### src/rtl/verilated_stream_fifo.sv
// First-word-fall-through valid/ready FIFO with occupancy and traffic counters.
// Storage is an unreset array; only pointers, level and counters are cleared.
module verilated_stream_fifo #(
  parameter int WIDTH = 24,
  parameter int DEPTH = 8,
  parameter int AW    = $clog2(DEPTH)
) (
  input  logic             clk,
  input  logic             async_rst,
  input  logic             in_valid,
  output logic             in_ready,
  input  logic [WIDTH-1:0] in_data,
  output logic             out_valid,
  input  logic             out_ready,
  output logic [WIDTH-1:0] out_data,
  output logic [AW:0]      level,
  output logic [7:0]       push_count,
  output logic [7:0]       stall_count
);

  localparam logic [AW:0] LEVEL_FULL = (AW+1)'(DEPTH);

  generate
    if (WIDTH < 1 || DEPTH < 2 || (DEPTH & (DEPTH - 1)) != 0) begin : g_bad_params
      $error("verilated_stream_fifo: WIDTH must be >= 1 and DEPTH a power of two >= 2");
    end
  endgenerate

  logic [WIDTH-1:0] r_mem [DEPTH];
  logic [AW-1:0]    r_wr_ptr;
  logic [AW-1:0]    r_rd_ptr;
  logic [AW:0]      r_level;
  logic [7:0]       r_push_count;
  logic [7:0]       r_stall_count;

  logic w_in_ready;
  logic w_out_valid;
  logic w_push;
  logic w_pop;
  logic w_stall;

  // Handshake readiness depends only on registered occupancy, never on out_ready.
  assign w_in_ready  = (r_level != LEVEL_FULL);
  assign w_out_valid = (r_level != '0);

  assign w_push  = in_valid && w_in_ready && !async_rst;
  assign w_pop   = w_out_valid && out_ready && !async_rst;
  assign w_stall = in_valid && !w_in_ready && !async_rst;

  always_ff @(posedge clk) begin
    if (w_push) begin
      r_mem[r_wr_ptr] <= in_data;
    end
  end

  always_ff @(posedge clk or posedge async_rst) begin
    if (async_rst) begin
      r_wr_ptr      <= '0;
      r_rd_ptr      <= '0;
      r_level       <= '0;
      r_push_count  <= '0;
      r_stall_count <= '0;
    end else begin
      if (w_push) begin
        r_wr_ptr     <= r_wr_ptr + 1'b1;
        r_push_count <= r_push_count + 1'b1;
      end
      if (w_pop) begin
        r_rd_ptr <= r_rd_ptr + 1'b1;
      end
      if (w_stall) begin
        r_stall_count <= r_stall_count + 1'b1;
      end
      if (w_push && !w_pop) begin
        r_level <= r_level + 1'b1;
      end else if (w_pop && !w_push) begin
        r_level <= r_level - 1'b1;
      end
    end
  end

  assign in_ready    = w_in_ready;
  assign out_valid   = w_out_valid;
  assign out_data    = w_out_valid ? r_mem[r_rd_ptr] : '0;
  assign level       = r_level;
  assign push_count  = r_push_count;
  assign stall_count = r_stall_count;

endmodule

### config.mk
export PLATFORM = sky130hd
export DESIGN_NAME = verilated_stream_fifo
export DESIGN_NICKNAME = d
export VERILOG_FILES = /design/src/rtl/verilated_stream_fifo.sv
export SDC_FILE = /design/constraint.sdc
export NUM_CORES = 1
export LEC_CHECK = 0
export ABC_CLOCK_PERIOD_IN_PS = 8150
export CAP_MARGIN = 20
export CORE_ASPECT_RATIO = 1.25
export CORE_MARGIN = 5
export CORE_UTILIZATION = 30
export DETAILED_ROUTE_END_ITERATION = 12
export PLACE_DENSITY = 0.45
export SYNTH_ARGS = -nofsm -noshare
export SYNTH_HDL_FRONTEND = slang
export SYNTH_SLANG_ARGS = --single-unit
### constraint.sdc
create_clock -name clk -period 8.15 [get_ports clk]
set_input_delay 2.0375 -clock clk [delete_from_list [all_inputs] [get_ports clk]]
set_output_delay 2.0375 -clock clk [all_outputs]
set_load 0.02 [all_outputs]
==> flow_summary.toml <==
[final_layout]
fin_util_pct = 37.2
final_layout_size_suffix_gt1_share_pct = 22.3
layout.area.seq_mm2 = 0.00642
final_nets = 534
filler_cell_count = 2624
syn2layout_area_growth_pct = 22.7
insertedDiodeCount = 0
multi_input_area_mm2 = 0.00204

[worst_setup_path]
path_delay_family = "buffers and inverters"
path_cells = "buf_4 > mux4_2 > a22o_1 > clkdlybuf4s50_1"
critPathMaxFanout = 36
worst_setup_path_end_kind = "primary output"
crit_required_ns = 6.11
slowest_stage = "dfrtp_2"
arrival_ns = 2.94
max_stage_delay_ns = 0.62
crit_type = "reg2out"
startpoint_type = "flop"
timing.critical_path.buf_inv = 2

[placement]
gp_congestion = 0.710
post-dp-hpwl_mm = 10.1
dpl_worst_slack_ns = 3.20
portBuffers = 73

[yosys]
synth_top_area_cell = "edfxtp_1"
syn_area_mm2 = 0.00857
ys.flop_type = "edfxtp_1"
ys_async_sr_fraction_pct = 11.9
synth_nets = 444
ys_seq_area_share_pct = 74.8
yosys_warnings = 0
yosys-top-cells-count = "edfxtp_1 (192), mux4_2 (48), dfrtp_1 (26), a22o_1 (24), xnor2_1 (12)"
post-synth-top-count-cell = "edfxtp_1"
postSynthCellCount = 408
synth_edf_count = 192
syn_avg_cell_area_um2 = 21.0
synth.area.top_cells = "edfxtp_1 (67%), mux4_2 (13%), dfrtp_1 (7.6%), a22o_1 (2.5%), xnor2_1 (1.2%)"
ys_seq_elements = 218
synth_cell_types = 40
yosysTopAreaCellShare_pct = 67.2

[grt]
grt_max_degree = 37
antenna_found_initial = 1
grt_pass1_vias = 4776
gr-total-overflow = 0
grt_pass1_wl_mm = 28.6
track_usage_pct = 11.6

[drt]
drt-wirelength-per-cell_um = 21.1
drc_errors = 0
ant_nets = 0
vias = 4249
wl_mm = 18.3
drt_iter0_drc = 201
vias_per_cell = 4.88
firstDrtPassIters = 4

[clock_tree]
clkLatencyLatePin_ns = 0.50
cts_tree = "built"
numClockSinks = 218
cts_buffers = 24
ctsHoldBuffers = 0
cts_resized = 0
path_clk_slew_ns = 0.06
cts_buffer_depth = 3
cts_setup_buffers = 0
cts_max_level = 1
cts-root-buf = "clkbuf_16"

[sta]
hold_viol = 0
fin_ws_ns = 3.17
period_share_pct = 61.1
fin_crit_ns = 4.98
tightest_slew_ns = 0.872
finalSetupTns_ns = 0
slew_violations = 0
rsz0062_at_grt = "no"
slew_headroom_pct = 41.7
final-setup-viol-count = 0
fmax_mhz = 201
fin_skew_ns = 0.00788

[die]
die_w_um = 161
die_area_mm2 = 0.0321
initial_utilization_pct = 30.3
coreArea_mm2 = 0.0283
io_pins = 74
fp-row-count = 69
die_h_um = 199

[worst_hold_path]
hp-class = "reg2reg"

[pwr]
power_mw = 3.76
p_int_mw = 2.59
comb_power_share_pct = 33.5
power.density_mw_per_mm2 = 357
ir_drop_mv = 0.172
p_sw_share_pct = 31.1
power_frac_seq_pct = 38.8
p_switching_mw = 1.17
p_leak_nw = 3.48
clockPowerShare_pct = 27.6

[job]
max_cap_viol_count = 0

[outcome]
status = "complete, no violations"
## per-layer routing
| layer | track usage (%) | up-vias | share of wire (%) |
|---|---|---|---|
| li1 | - | 1869 | - |
| met1 | 15.1 | 2232 | 42 |
| met2 | 19.7 | 115 | 49 |
| met3 | 2.65 | 31 | 6.2 |
| met4 | 2.94 | 2 | 1.9 |
| met5 | 0 | - | 0.071 |
## path summary, 6_finish.rpt
check | from | slack (ns) | cells past startpoint | endpoint
min in group asynchronous | async_rst | 2.01 | 3 | stall_count[3]$_DFFE_PP0P_
setup reg to reg | level[0]$_DFFE_PP0P_ | 4.82 | 10 | level[3]$_DFFE_PP0P_
hold reg to reg | stall_count[7]$_DFFE_PP0P_ | 0.47 | 1 | stall_count[7]$_DFFE_PP0P_
max in group asynchronous | async_rst | 5.83 | 3 | r_rd_ptr[0]$_DFFE_PP0P_
setup / recovery | r_rd_ptr[1]$_DFFE_PP0P_ | 3.17 | 4 | out_data[20]
hold / removal | stall_count[7]$_DFFE_PP0P_ | 0.47 | 1 | stall_count[7]$_DFFE_PP0P_
## stage by stage
| stage | area, µm² | hold slack [ns] | cells |
|---|---|---|---|
| after floorplan | 8570 | 0.464 | 408 |
| after global placement | 9730 | 0.461 | 826 |
| after detailed placement | 9760 | 0.461 | 827 |
| after CTS | 10500 | 0.483 | 870 |
| after global routing | 10500 | 0.509 | 870 |
| final | 10500 | 0.475 | 870 |
## placed cells by master (no fill, tap or decap), types with 6 or more instances in the layout
cell type / instances
edfxtp_1: 192
clkdlybuf4s50_1: 73
mux4_2: 48
clkbuf_16: 25
a22o_1: 24
dfrtp_1: 24
xnor2_1: 12
nand3_1: 10
buf_4: 10
xor2_1: 8
ha_1: 7
clkinv_1: 7
nand2_1: 6
## cells by family after synthesis
family / share of synthesized area (%)
buffers and inverters: 1.91
xor gates and xnor gates: 2.04
muxes: 13.4
adders and majority gates: 1.25
DFF: 74.8
AOI/OAI and AO/OA: 2.93
and+or+nand+nor: 3.65
## layout make-up
| cell class | instances | share of cell area (%) |
|---|---|---|
| tap | 355 | 4.22 |
| inverter | 6 | 0.214 |
| clock inverter | 16 | 1.26 |
| multi-input combinational | 164 | 19.3 |
| sequential | 218 | 61.0 |
| clock buffer | 27 | 6.02 |
| timing repair buffer | 84 | 7.92 |
## state kept, by name, summed over array words and instances (netlist names)
register	flops
stall_count	8
push_count	8
r_wr_ptr	3
r_mem	192
r_rd_ptr	3
level	4
## worst register-to-register path, stage by stage (launching register included)
cell	delay (ns)
dfrtp_1	0.48
nor4b_2	0.66
inv_2	0.27
nand2_2	0.27
inv_1	0.07
ha_1	0.26
inv_1	0.15
ha_1	0.31
or4_1	0.51
o211ai_1	0.12
o211ai_1	0.11
## power by group through the flow
| stage | clock [mW] | combinational (mW) | sequential, mW |
|---|---|---|---|
| floorplan | 0 | 0.829 | 1.46 |
| global placement | 0 | 1.21 | 1.54 |
| detailed placement | 0 | 1.29 | 1.49 |
| CTS | 1.08 | 1.30 | 1.47 |
| global route | 1.12 | 1.36 | 1.48 |
| finish | 1.04 | 1.26 | 1.46 |
Note: power is estimated with default switching activity, not from simulation.
